`config.mk`:
```
export PLATFORM = sky130hd
export DESIGN_NAME = hazard_stall_unit
export DESIGN_NICKNAME = d
export VERILOG_FILES = /design/src/rtl/hazard_stall_unit.sv
export SDC_FILE = /design/constraint.sdc
export NUM_CORES = 1
export LEC_CHECK = 0
export CORE_ASPECT_RATIO = 0.75
export CORE_MARGIN = 2
export CORE_UTILIZATION = 50
export CTS_CLUSTER_SIZE = 25
export DETAILED_ROUTE_END_ITERATION = 12
export DONT_BUFFER_PORTS = 1
export SETUP_SLACK_MARGIN = 0.5
export SLEW_MARGIN = 20
export SYNTH_ARGS = -nofsm -noshare
export SYNTH_HDL_FRONTEND = slang
export SYNTH_SLANG_ARGS = --single-unit
```
`constraint.sdc`:
```
create_clock -name clk -period 2.87 [get_ports clk]
set_input_delay 0.1435 -clock clk [delete_from_list [all_inputs] [get_ports clk]]
set_output_delay 0.1435 -clock clk [all_outputs]
set_load 0.005 [all_outputs]
```
`src/rtl/hazard_stall_unit.sv`:
```
// Hazard/stall unit: tracks EX/MEM/WB destination tags for the forwarding block,
// inserts load-use bubbles, freezes on slow loads and counts lost cycles.
module hazard_stall_unit #(
  parameter int RA_W     = 4,
  parameter int WAIT_MAX = 15,
  parameter int CNT_W    = 16
) (
  input  logic             clk,
  input  logic             reset,
  input  logic             id_valid,
  input  logic [RA_W-1:0]  id_rs,
  input  logic [RA_W-1:0]  id_rt,
  input  logic             id_use_rs,
  input  logic             id_use_rt,
  input  logic [RA_W-1:0]  id_rd,
  input  logic             id_wr,
  input  logic             id_load,
  input  logic             mem_ready,
  input  logic             flush,
  output logic             stall,
  output logic             freeze,
  output logic [RA_W-1:0]  emrd,
  output logic [RA_W-1:0]  mwrd,
  output logic             err,
  output logic [CNT_W-1:0] stall_cnt
);

  typedef struct packed {
    logic            valid;
    logic            wr;
    logic            load;
    logic [RA_W-1:0] rd;
  } slot_t;

  typedef enum logic [0:0] {
    ST_RUN      = 1'b0,
    ST_MEM_WAIT = 1'b1
  } state_t;

  localparam slot_t           BUBBLE_C   = {(RA_W+3){1'b0}};
  localparam logic [RA_W-1:0] TAG0_C     = {RA_W{1'b0}};
  localparam logic [7:0]      WAIT_MAX_C = 8'(WAIT_MAX);
  localparam logic [CNT_W-1:0] CNT_SAT_C = {CNT_W{1'b1}};

  slot_t            ex_r, mem_r, wb_r;
  slot_t            ex_nxt_s, mem_nxt_s, wb_nxt_s, id_slot_s;
  logic             freeze_s, ld_use_s, stall_s, rs_hit_s, rt_hit_s;
  logic [RA_W-1:0]  emrd_r, mwrd_r;
  logic             err_r;
  logic [7:0]       wait_cnt_r, wait_inc_s;
  state_t           state_r;
  logic [CNT_W-1:0] stall_cnt_r;

  // Hazard detection: a slow load in MEM outranks a load-use bubble.
  always_comb begin
    freeze_s = mem_r.valid & mem_r.load & ~mem_ready;
    rs_hit_s = id_use_rs & (id_rs == ex_r.rd);
    rt_hit_s = id_use_rt & (id_rt == ex_r.rd);
    ld_use_s = id_valid & ex_r.valid & ex_r.load & ex_r.wr & (ex_r.rd != TAG0_C)
               & (rs_hit_s | rt_hit_s);
    stall_s  = ld_use_s & ~freeze_s;
  end

  // ID fields as they would enter EX.
  always_comb begin
    if (id_valid) begin
      id_slot_s = '{valid: 1'b1, wr: id_wr, load: id_load, rd: id_rd};
    end else begin
      id_slot_s = BUBBLE_C;
    end
  end

  // Next-slot selection: freeze holds everything, stall/flush inject a bubble.
  always_comb begin
    ex_nxt_s  = ex_r;
    mem_nxt_s = mem_r;
    wb_nxt_s  = wb_r;
    if (freeze_s) begin
      ex_nxt_s  = ex_r;
      mem_nxt_s = mem_r;
      wb_nxt_s  = wb_r;
    end else if (stall_s || flush) begin
      ex_nxt_s  = BUBBLE_C;
      mem_nxt_s = ex_r;
      wb_nxt_s  = mem_r;
    end else begin
      ex_nxt_s  = id_slot_s;
      mem_nxt_s = ex_r;
      wb_nxt_s  = mem_r;
    end
  end

  // Slot registers and forwarding tags, which track the slots edge for edge.
  always_ff @(posedge clk) begin
    if (reset) begin
      ex_r   <= BUBBLE_C;
      mem_r  <= BUBBLE_C;
      wb_r   <= BUBBLE_C;
      emrd_r <= TAG0_C;
      mwrd_r <= TAG0_C;
    end else begin
      ex_r   <= ex_nxt_s;
      mem_r  <= mem_nxt_s;
      wb_r   <= wb_nxt_s;
      emrd_r <= mem_nxt_s.wr ? mem_nxt_s.rd : TAG0_C;
      mwrd_r <= wb_nxt_s.wr ? wb_nxt_s.rd : TAG0_C;
    end
  end

  // Saturating increment of the memory wait counter.
  always_comb begin
    if (wait_cnt_r >= WAIT_MAX_C) begin
      wait_inc_s = WAIT_MAX_C;
    end else begin
      wait_inc_s = wait_cnt_r + 8'd1;
    end
  end

  // Memory-wait FSM with sticky timeout flag; the timeout never releases the freeze.
  always_ff @(posedge clk) begin
    if (reset) begin
      state_r    <= ST_RUN;
      wait_cnt_r <= 8'd0;
      err_r      <= 1'b0;
    end else begin
      case (state_r)
        ST_RUN: begin
          wait_cnt_r <= 8'd0;
          state_r    <= freeze_s ? ST_MEM_WAIT : ST_RUN;
        end
        ST_MEM_WAIT: begin
          if (freeze_s) begin
            wait_cnt_r <= wait_inc_s;
            if (wait_inc_s == WAIT_MAX_C) begin
              err_r <= 1'b1;
            end else begin
              err_r <= err_r;
            end
          end else begin
            wait_cnt_r <= 8'd0;
            state_r    <= ST_RUN;
          end
        end
        default: begin
          wait_cnt_r <= 8'd0;
          state_r    <= ST_RUN;
        end
      endcase
    end
  end

  // Performance counter of cycles lost to stall or freeze.
  always_ff @(posedge clk) begin
    if (reset) begin
      stall_cnt_r <= {CNT_W{1'b0}};
    end else if ((stall_s || freeze_s) && (stall_cnt_r != CNT_SAT_C)) begin
      stall_cnt_r <= stall_cnt_r + {{(CNT_W-1){1'b0}}, 1'b1};
    end else begin
      stall_cnt_r <= stall_cnt_r;
    end
  end

  assign stall     = stall_s;
  assign freeze    = freeze_s;
  assign emrd      = emrd_r;
  assign mwrd      = mwrd_r;
  assign err       = err_r;
  assign stall_cnt = stall_cnt_r;

endmodule

```
* Word-level counts from Yosys, hierarchy flattened *
Index checks and enable logic that the tools add are counted.
W data, S select, Z words.

word-level totals
  RAM bits = 0
  bits in read-only memories = 0
  memories = 0
  latch bits = 0
  flip-flop bits (word level) = 54

operators by class
  muxes and demuxes = 8
  add/sub/neg operators = 2
  equal/unequal tests = 4
  bitwise logic cells = 16
  multipliers = 0
  shift operators = 0
  reduce and logical (&&, ||, !) cells = 7
  magnitude comparators = 1
  div/mod/pow operators = 0

operators with widths
  operator                 count
  $add A16 B1 Y16 const B  1
  $mux W8                  2
  $ne A16 B16 Y1 const B   1
  $pmux W8 S2              1
  $mux W7                  2
  $mux W6                  2
  $and A1 B1 Y1            10
  $add A8 B1 Y8 const B    1
  $eq A4 B4 Y1             2
  $eq A8 B4 Y1 const B     1
  $ge A8 B4 Y1 const B     1
  $not A1 Y1               5
  $reduce_bool A4 Y1       1
  $reduce_or A2 Y1         2
  $reduce_and A3 Y1        1
  $logic_or A1 B1 Y1       2
  $logic_and A1 B1 Y1      1
  $mux W1                  1
  $or A1 B1 Y1             1

* Depth between registers and ports, before layout *
Gate-level depths: netlist of the first run.

  depth in word-level cells = 8
  mapped depth = 9

* Worst setup path before layout of the first run *
OpenSTA, ideal clock, no wires.

  kind = flip-flop to flip-flop
  start point = register stall_cnt_r[0] (netlist: stall_cnt[0])
  end point = register stall_cnt_r[9] (netlist: stall_cnt[9])
  clock period less this slack = 1975 ps
  setup time = 121 ps
  stages on the path, launching flop included = 9
  data required time = 2749 ps
  path slack = 895 ps
  buffers on the path = 2
  arrival = 1855 ps
  cell sequence = dfxtp_1 -> ha_1 -> and3_1 -> and3_1 -> buf_2 -> nand4_2 -> buf_2 -> nor3b_1 -> mux2_2

between the ends
  cells in the longest elaborated chain, start to end = 2
  elaborated cells on any way between the ends = 3

RTL lines
  element                                                                  RTL line  source
  from (decl)                                                              52        logic [CNT_W-1:0] stall_cnt_r;
  from (signal assigned)                                                   155       stall_cnt_r <= {CNT_W{1'b0}};
  from (signal assigned)                                                   157       stall_cnt_r <= stall_cnt_r + {{(CNT_W-1){1'b0}}, 1'b1};
  from (signal assigned)                                                   159       stall_cnt_r <= stall_cnt_r;
  parallel branches: the longest is 2 deep, another holds $add A16 B1 Y16  --

Parallel ways; which one is timed is not known.
A chain may end at the register's enable or synchronous reset.

* Final worst setup path of the first run *
  start point = register stall_cnt_r[0] (netlist: stall_cnt[0])
  end point = register stall_cnt_r[2] (netlist: stall_cnt[2])

Same word-level chain as after synthesis.

==> results of run 1 <==
layout by cell type (no fill, tap or decap), types with 3 or more instances in the layout:
master         Yosys  routed
dfxtp_1           53      53
nor2_1            34      34
a21oi_1           13      13
nand2_1           11      11
nand4_1            9       9
o21ai_0            9       9
mux2i_1            8       8
xor2_1             7       7
or3_1              7       7
and3_1             6       6
dlygate4sd3_1      0       6
nand3_1            5       5
clkbuf_8           0       5
nor2b_1            4       4
a22o_1             4       4
a21o_1             4       4
a31oi_1            4       4
conb_1             1       4
xnor2_1            3       3
nor3_1             3       3
nand4b_1           3       3
mux2_2             3       3
inv_1              3       3
nand2b_1           3       3
state kept, by name, summed over array words and instances (netlist names):
| signal | flops |
|---|---|
| state_r | 1 |
| stall_cnt | 16 |
| mwrd | 4 |
| ex_r | 7 |
| wait_cnt_r | 8 |
| mem_r | 7 |
| err | 1 |
| wb_r | 5 |
| emrd | 4 |
worst max-delay path by stage:
stage            startpoint           end  slack [ps]  cells past startpoint
5_1_grt        stall_cnt[0]  stall_cnt[2]         510                      6
3_5_place_dp   stall_cnt[0]  stall_cnt[4]         710                      6
3_3_place_gp   stall_cnt[0]  stall_cnt[2]         810                      6
6_report       stall_cnt[0]  stall_cnt[2]         700                      6
2_1_floorplan  stall_cnt[0]  stall_cnt[9]         890                      8
4_1_cts        stall_cnt[0]  stall_cnt[4]         710                      6
through the flow:
step           worst slack (ps)  std cells  util, %
2_1_floorplan               895        231        -
3_3_place_gp                807        276     53.0
3_5_place_dp                715        276     53.0
4_1_cts                     707        290     56.7
5_1_grt                     509        291     56.8
6_report                    699        291     56.8
cells by family (layout without fill, tap and decap cells):
kind of cell	count (synthesis)	count (layout)	share of synthesized area [%]
other	1	5	0.177
multiplexers	11	11	5.39
flip-flops	53	53	50.2
buffers and inverters	14	18	2.78
AND/OR/NAND/NOR	98	98	24.6
AO/OA/AOI/OAI	38	38	11.0
XOR/XNOR	10	10	4.14
adder cells (fa/ha/maj)	3	3	1.66
metal layers:
layer / global-route usage (%) / up-vias / routed length, microns
li1: - / 811 / -
met4: 3.69 / 0 / 15
met1: 23.7 / 792 / 1970
met2: 29.8 / 43 / 1970
met5: 0 / - / 0
met3: 7.10 / 2 / 285
power groups by stage:
stage	combinational, uW	sequential [uW]	clock, uW
4_1_cts	34.5	749	424
5_1_grt	37.9	750	451
3_5_place_dp	22.2	766	0
2_1_floorplan	25.9	764	0
6_report	34.3	748	412
3_3_place_gp	21.1	765	0
area by class of cell:
type / instances / area [sq um]
fill: 378 / 1750
sequential: 53 / 1060
multi-input combinational: 164 / 1000
clock buffer: 5 / 68.8
tap: 55 / 68.8
timing repair buffer: 6 / 60.1
clock inverter: 3 / 21.3
inverter: 4 / 15.0
antenna: 1 / 2.50
==> metrics.txt, run 1 <==
status finished clean; post-route clock period utilization about three quarters; final setup violation count 0; setup repair after global routing missed its margin false; postcts setup bufs 0; IR drop worst, VDD 0.000383 V; Reg-to-Reg End stall_cnt[2]; cell type with the largest total area after synthesis dfxtp_1; remaining routing DRC violations 0; clock tree skew after final layout roughly 8.3 ps; #FFs+latches synth 53; max-cap violation count 0; detailed-route wire length per cell 14.6 microns; PortBufs 0; relative slew slack about two fifths; r2r startpoint stall_cnt[0]; initial cell density of the core roughly 52%; number of library cell types mapped by synthesis 39; critical path fanouts, max 14; setup slack on the worst flop-to-flop path around 700 ps; worst hold path depth 2; share of post-route cells with drive strength above 1 between 6 and 7%; top-area cell type share of the netlist area 50.2%; Final Slew Violations 0; Root Buffer Master clkbuf_8; clock net sink count 53; cell type group with the largest total delay on the critical path simple AND/OR/NAND/NOR gates; total internal power 934 uW; Synth area leaders dfxtp_1, nor2_1, mux2i_1; setup TNS 0 ps; longest individual stage delay on the worst path 450 ps; Clk network pwr share between 30% and 40%; transition at the pin with the smallest max-transition slack 893 ps; CTS buffer count 5; nature of the critical path startpoint flip-flop; wire length of the first global-routing pass 6.84 mm; pin count of the biggest net entering global routing 24; initial antenna violation count 1; Switching Power roughly 260 uW; total via count in the routed design roughly 1.6k; Fin. Hold Viols 0; Min-Delay Startpoint id_wr; Worst setup EP type flip-flop; post-DP HPWL 3.02 mm; post-route cell area around 2300 sq um; Routed Wire Length between 4 and 5 mm; DIE AREA approximately 4800 sq um; instance area at placement around 2100 sq um; remaining global-route overflow 0; length in cells of the worst reg-to-reg path 6; CP Cell Sequence ha_1 -> and3_1 -> and3_1 -> nand4_2 -> and3_1 -> mux2_2; clock network latency to the later pin of the worst-skew pair about 300 ps; clock tree from TritonCTS built; critical path class reg -> reg; Tot Pwr ~1200 uW; number of enable-type register cells in the synthesized netlist 0; Endpoint, Worst Hold ex_r[5]; via count of the first global-routing pass ~1.4k; class of the worst hold path in -> reg; final layout net count 257; top-level I/O count 48; clock edge transition at the registers on the reported setup and hold paths around 100 ps; hold buffer count at cts 6; prevailing post-synth register cell dfxtp_1; Required @ worst endpoint a little over 3000 ps; Post-Synthesis Cells between 200 and 250; worst path buffer plus inverter count 0; Mapped Area around 2100 sq um; top cells by count, synth dfxtp_1, nor2_1, a21oi_1; Starting DRT DRC Count 77; cell mode on critical path and3_1; Sw Ratio between 20% and 30%; antenna-violating nets left 0; min cycle time layout ~2200 ps; cell with the most instances after synthesis dfxtp_1; Slowest cell on crit path dfxtp_1; combinational fraction of design power under 10%; Placement Rows 20; share of flip-flops with an asynchronous set or reset 0%; YS warnings 0; via count normalized by instance count about 5.7; area added between synthesis and finish 8.94%; number of buffers between clock root and the deepest sink 2; total power per unit cell area approximately 520 nW/um^2; Chip Width between 70 and 80 microns; leakage power of the design ~0.00085 uW; Gates resized, CTS repair 0; Flop pwr share between 60% and 70%; # H-tree levels 2; gp weighted congestion about 0.76; data arrival at the endpoint of the critical path about 2400 ps; Peak Freq roughly 460 MHz; synthesized area per cell slightly above 9 sq um; Floorplan Core Area 4050 sq um; Fin Hold WS between 15 and 20 ps; number of detailed-route iterations in the first pass 4; die span in y approximately 60 microns; global-route usage over all layers between 15 and 20%; register area share after synthesis about half
No activity file was read; power rests on OpenSTA's default activity.
==> run 2, diff against run 1 <==
- ABC_AREA: default -> 1
- clock period: 2.87 -> 2.1 ns (I/O delays scaled with it)
==> metrics.txt, run 2 <==
min cycle time layout 1590 ps (was 2170 ps); detailed-route wire length per cell 13.9 microns (was 14.6 microns); global-route usage over all layers 22.2% (was 18.3%); YS warnings 0 (unchanged); PortBufs 0 (unchanged); status complete, but fails checks (was finished clean); most frequent cells in the layout nand2_1, nor2_1, dfxtp_1, inv_1, nand3_1 (was dfxtp_1, nor2_1, a21oi_1, nand2_1); number of buffers between clock root and the deepest sink 2 (unchanged); number of detailed-route iterations in the first pass 4 (unchanged); # H-tree levels 2 (unchanged); register area share after synthesis 46.1% (was 50.2%); Final Slew Violations 0 (unchanged); commonest non-fill, non-tap cell in the layout nand2_1 (was dfxtp_1); nature of the critical path startpoint flip-flop (unchanged); area added between synthesis and finish 27.4% (was 8.94%); final layout net count 368 (was 257); met1 routed wirelength after detailed routing 2.72 mm (was 1.97 mm); max reg flops 16 (unchanged); clock net sink count 53 (unchanged); critical path class reg -> reg (unchanged); Chip Width 82.3 microns (was 79.1 microns); Post-Synthesis Cells 313 (was 228); remaining global-route overflow 0 (unchanged); #FFs+latches synth 53 (unchanged); Placement Rows 21 (was 20); gp weighted congestion 0.826 (was 0.764); critical path fanouts, max 7 (was 14); clock edge transition at the registers on the reported setup and hold paths 90 ps (was 100 ps); initial cell density of the core 51.8% (was 52.1%); post-DP HPWL 3.34 mm (was 3.02 mm); max-cap violation count 0 (unchanged); DIE AREA 5160 sq um (was 4770 sq um); clock tree from TritonCTS built (unchanged); class of the worst hold path in -> reg (unchanged); share of post-route cells with drive strength above 1 21.7% (was 6.81%); total power per unit cell area 580 nW/um^2 (was 519 nW/um^2); IR drop worst, VDD 0.000455 V (was 0.000383 V); leakage power of the design 0.00124 uW (was 0.000850 uW); pin count of the biggest net entering global routing 29 (was 24); via count of the first global-routing pass 2004 (was 1445); die span in y 62.7 microns (was 60.3 microns); Mapped Area 2300 sq um (was 2110 sq um); post-route clock period utilization 75.8% (was 75.6%); top cells by count, synth nand2_1, dfxtp_1, nor2_1 (was dfxtp_1, nor2_1, a21oi_1); antenna-violating nets left 0 (unchanged); Inserted Diodes 0 (was 1); synthesized area per cell 7.35 sq um (was 9.27 sq um); data arrival at the endpoint of the critical path 1820 ps (was 2360 ps); number of enable-type register cells in the synthesized netlist 0 (unchanged); Synth area leaders dfxtp_1, nand2_1, nor2_1 (was dfxtp_1, nor2_1, mux2i_1); via count normalized by instance count 5.22 (was 5.66); Peak Freq 628 MHz (was 461 MHz); number of library cell types mapped by synthesis 26 (was 39); final setup violation count 0 (unchanged); Floorplan Core Area 4440 sq um (was 4050 sq um); top-level I/O count 48 (unchanged); total via count in the routed design 2102 (was 1648); share of flip-flops with an asynchronous set or reset 0% (unchanged); post-route cell area 2930 sq um (was 2300 sq um); instance area at placement 2380 sq um (was 2150 sq um); initial antenna violation count 0 (was 1); Starting DRT DRC Count 130 (was 77); Met3 Routed Length 403 microns (was 285 microns); Required @ worst endpoint 2320 ps (was 3060 ps); top-area cell type share of the netlist area 46.1% (was 50.2%); highest signal layer in the routed design met4 (unchanged); Worst setup EP type flip-flop (unchanged); setup TNS 0 ps (unchanged); total length of routed met2 wires 2.42 mm (was 1.97 mm); cell type with the largest total area after synthesis dfxtp_1 (unchanged); Routed Wire Length 5.59 mm (was 4.25 mm); cell with the most instances after synthesis nand2_1 (was dfxtp_1); Fin Hold WS -150 ps (was 18.1 ps); failing checks negative hold slack; Fin. Hold Viols 21 (was 0); CTS buffer count 5 (unchanged); Root Buffer Master clkbuf_8 (unchanged); clock tree skew after final layout 5.92 ps (was 8.29 ps); clock network latency to the later pin of the worst-skew pair 310 ps (was 300 ps); prevailing post-synth register cell dfxtp_1 (unchanged); wire length of the first global-routing pass 8.97 mm (was 6.84 mm); setup repair after global routing missed its margin true (was false); remaining routing DRC violations 0 (unchanged)
-- run 2: layout make-up --
class	count	area (sq um)
Sequential cell	53	1090
Fill cell	392	1510
Clock buffer	7	96.3
Tap cell	57	71.3
Multi-Input combinational cell	220	1290
Clock inverter	1	5.00
Timing Repair Buffer	25	226
Inverter	40	154
-- run 2: power by group --
part	internal (uW)	switching [uW]	leakage (uW)
Combinational	28.7	30.1	0.000746
Sequential	1010	5.79	0.000437
Clock	299	326	0.0000542
Total	1340	362	0.00124
-- run 2: kinds of logic (layout without fill, tap and decap cells) --
family / count (synthesis) / after routing / share of synthesized area, %
flip-flops: 53 / 53 / 46.1
AND/OR/NAND/NOR: 155 / 160 / 29.7
other: 1 / 4 / 0.163
adder cells (fa/ha/maj): 2 / 2 / 1.09
AO/OA/AOI/OAI: 40 / 40 / 9.36
XOR/XNOR: 14 / 14 / 5.33
buffers and inverters: 48 / 73 / 8.27
-- run 2: metal layers --
layer	track usage (%)	vias to the layer above
met2	33.2	75
li1	-	1059
met5	0	-
met3	5.78	5
met1	32.1	963
met4	5.00	0
-- run 2: what timing repair did --
action	in CTS	in global routing
setup buffers	4	4
hold endpoints to repair	34	22
gates cloned	3	3
pin swaps	3	8
hold buffers	11	1
resized for setup	14	43
endpoints found under the setup margin	17	37
-- run 2: path summary, 6_finish.rpt --
path	from	to	slack [ps]	depth (start not counted)
setup / recovery	stall_cnt[12]	stall_cnt[1]	510	6
hold reg to reg	err	err	470	2
setup reg to reg	stall_cnt[12]	stall_cnt[1]	510	6
hold / removal	reset	stall_cnt[9]	-150	1
-- run 2: through the flow --
stage	setup slack (ps)	util, %	cells	total power (uW)	hold WS (ps)
3_3_place_gp	336	53.6	369	1090	177
3_5_place_dp	332	53.6	369	1090	179
4_1_cts	497	61.3	395	1720	-159
2_1_floorplan	512	-	316	1090	251
6_report	509	66.0	403	1700	-150
5_1_grt	415	66.0	403	1760	-162
-- run 2: critical path: stages, from the launching register on --
cell     delay [ps]
dfxtp_1         450
nand2_1         160
nor3_4          420
nand2_8         140
nand2_8         120
nand2_1          60
a21oi_1         150
==> run 3, diff against run 2 <==
- ABC_AREA: 1 -> 0
- PLACE_DENSITY: default -> 0.68
- clock period: 2.1 -> 1.3 ns (I/O delays scaled with it)
==> metrics.txt, run 3 (synthesis gave the netlist of run 1 again) <==
status complete, but fails checks (unchanged); failing checks negative hold slack, negative setup slack (was negative hold slack); commonest non-fill, non-tap cell in the layout dfxtp_1 (was nand2_1); max-cap violation count 0 (unchanged); most frequent cells in the layout dfxtp_1, nor2_1, buf_4, buf_6, dfxtp_2 (was nand2_1, nor2_1, dfxtp_1, inv_1, nand3_1); critical path class reg -> reg (unchanged); clock tree skew after final layout 5.52 ps (was 5.92 ps); wire length of the first global-routing pass 8.76 mm (was 8.97 mm); Placement Rows 20 (was 21); number of detailed-route iterations in the first pass 4 (unchanged); IR drop worst, VDD 0.000839 V (was 0.000455 V); post-route clock period utilization 146% (was 75.8%); via count normalized by instance count 5.85 (was 5.22); antenna-violating nets left 0 (unchanged); detailed-route wire length per cell 18.7 microns (was 13.9 microns); min cycle time layout 1900 ps (was 1590 ps); r2r startpoint ex_r[0] (was stall_cnt[12]); remaining global-route overflow 0 (unchanged); Fin Hold WS -183 ps (was -150 ps); Chip Width 79.1 microns (was 82.3 microns); number of buffers between clock root and the deepest sink 2 (unchanged); setup repair after global routing missed its margin true (unchanged); count of fill cells added during filler insertion 235 (was 392); gp weighted congestion 0.873 (was 0.826); total instance count after detailed placement 316 (was 369); CP Cell Sequence xor2_1 -> nor3_1 -> nand4_1 -> and3_4 -> buf_4 -> or3_1 -> a21oi_1 (was nand2_1 -> nor3_4 -> nand2_8 -> nand2_8 -> nand2_1 -> a21oi_1); # H-tree levels 2 (unchanged); worst path buffer plus inverter count 1 (was 0); pin count of the biggest net entering global routing 40 (was 29); DIE AREA 4770 sq um (was 5160 sq um); post-DP HPWL 3.58 mm (was 3.34 mm); Floorplan Core Area 4050 sq um (was 4440 sq um); Switching Power 592 uW (was 362 uW); nature of the critical path startpoint flip-flop (unchanged); Flop pwr share 54.1% (was 59.8%); final instance count without filler cells 344 (was 403); area added between synthesis and finish 56.0% (was 27.4%); cell type group with the largest total delay on the critical path simple AND/OR/NAND/NOR gates (unchanged); Clk network pwr share 42.8% (was 36.8%); Peak Freq 526 MHz (was 628 MHz); clock tree from TritonCTS built (unchanged); clock edge transition at the registers on the reported setup and hold paths 90 ps (about the same); total power per unit cell area 924 nW/um^2 (was 580 nW/um^2); data arrival at the endpoint of the critical path 2140 ps (was 1820 ps); Worst setup EP type flip-flop (unchanged); Fin. Hold Viols 38 (was 21); total area of sequential cells 1100 sq um (was 1090 sq um); final setup violation count 48 (was 0); initial antenna violation count 0 (unchanged); Min-Delay Startpoint reset (unchanged); class of the worst hold path in -> reg (unchanged); top-level I/O count 48 (unchanged); die span in y 60.3 microns (was 62.7 microns); longest individual stage delay on the worst path 370 ps (was 450 ps); leakage power of the design 0.00125 uW (was 0.00124 uW); Final Slew Violations 0 (unchanged); PortBufs 0 (unchanged); critical path fanouts, max 8 (was 7); max reg flops 16 (unchanged); combinational fraction of design power 3.1% (was 3.5%); final layout net count 311 (was 368); Setup WS post-layout -602 ps (was 509 ps); Inserted Diodes 0 (unchanged); Routed Wire Length 6.42 mm (was 5.59 mm); Required @ worst endpoint 1540 ps (was 2320 ps); Starting DRT DRC Count 138 (was 130); initial cell density of the core 52.1% (was 51.8%); total internal power 2450 uW (was 1340 uW); area taken by multi-input logic gates 1380 sq um (was 1290 sq um); Slowest cell on crit path dfxtp_4 (was dfxtp_1); clock net sink count 53 (unchanged); via count of the first global-routing pass 1826 (was 2004); Sw Ratio 19.5% (was 21.3%); Setup crit start ex_r[0] (was stall_cnt[12]); clock network latency to the later pin of the worst-skew pair 310 ps (about the same); share of post-route cells with drive strength above 1 50.5% (was 21.7%); global-route usage over all layers 24.4% (was 22.2%); total via count in the routed design 2012 (was 2102); hold buffer count at cts 4 (was 11); remaining routing DRC violations 0 (unchanged); Root Buffer Master clkbuf_8 (unchanged); CTS buffer count 5 (unchanged)
## run 3: final cells by class
type / instances / share of cell area, %
Tap cell: 55 / 2.09
Timing Repair Buffer: 59 / 17.6
Clock buffer: 5 / 2.09
Clock inverter: 3 / 1.97
Inverter: 4 / 0.911
Multi-Input combinational cell: 165 / 42.0
Sequential cell: 53 / 33.4
## run 3: worst paths after layout
path / end / slack (ps) / depth (start not counted)
min reg2reg: wait_cnt_r[0] / 550 / 2
min: mem_r[4] / -180 / 1
max reg2reg: stall_cnt[8] / -600 / 7
max: stall_cnt[8] / -600 / 7
## run 3: worst register-to-register path, stage by stage (launching register included)
cell and delay, ps:
dfxtp_4 370, xor2_1 160, nor3_1 220, nand4_1 180, and3_4 260, buf_4 170
or3_1 340, a21oi_1 130
## run 3: what timing repair did
item / 4_1_cts / 5_1_grt
cloned: 1 / 0
setup buffers: 7 / 8
endpoints found under the hold margin: 33 / 42
pin swaps: 17 / 18
gates resized for setup: 45 / 52
setup endpoints to repair: 67 / 67
## run 3: power groups by stage
stage               Sequential, uW  Combinational (uW)  Clock (uW)
detailed placement            1690                65.5           0
floorplan                     1680                62.8           0
finish                        1650                95.3        1300
global placement              1680                62.8           0
global route                  1650                 102        1380
CTS                           1650                78.4        1310
## run 3: routing by layer
metal	vias up	share of wire (%)	global-route usage [%]
li1	924	-	-
met1	983	40	29.1
met2	87	51	41.3
met3	18	6.0	7.40
met4	0	2.6	11.6
met5	-	0	0
## run 3: through the flow
step,setup TNS (ps),setup WS (ps),util [%],power (uW),area (sq um)
6_report,-13910,-602,81.3,3040,3300
5_1_grt,-16560,-641,81.3,3130,3300
4_1_cts,-9380,-475,73.7,3030,2990
3_5_place_dp,-9530,-522,63.9,1750,2590
3_3_place_gp,-8550,-466,63.9,1750,2590
2_1_floorplan,-6560,-454,-,1750,2310
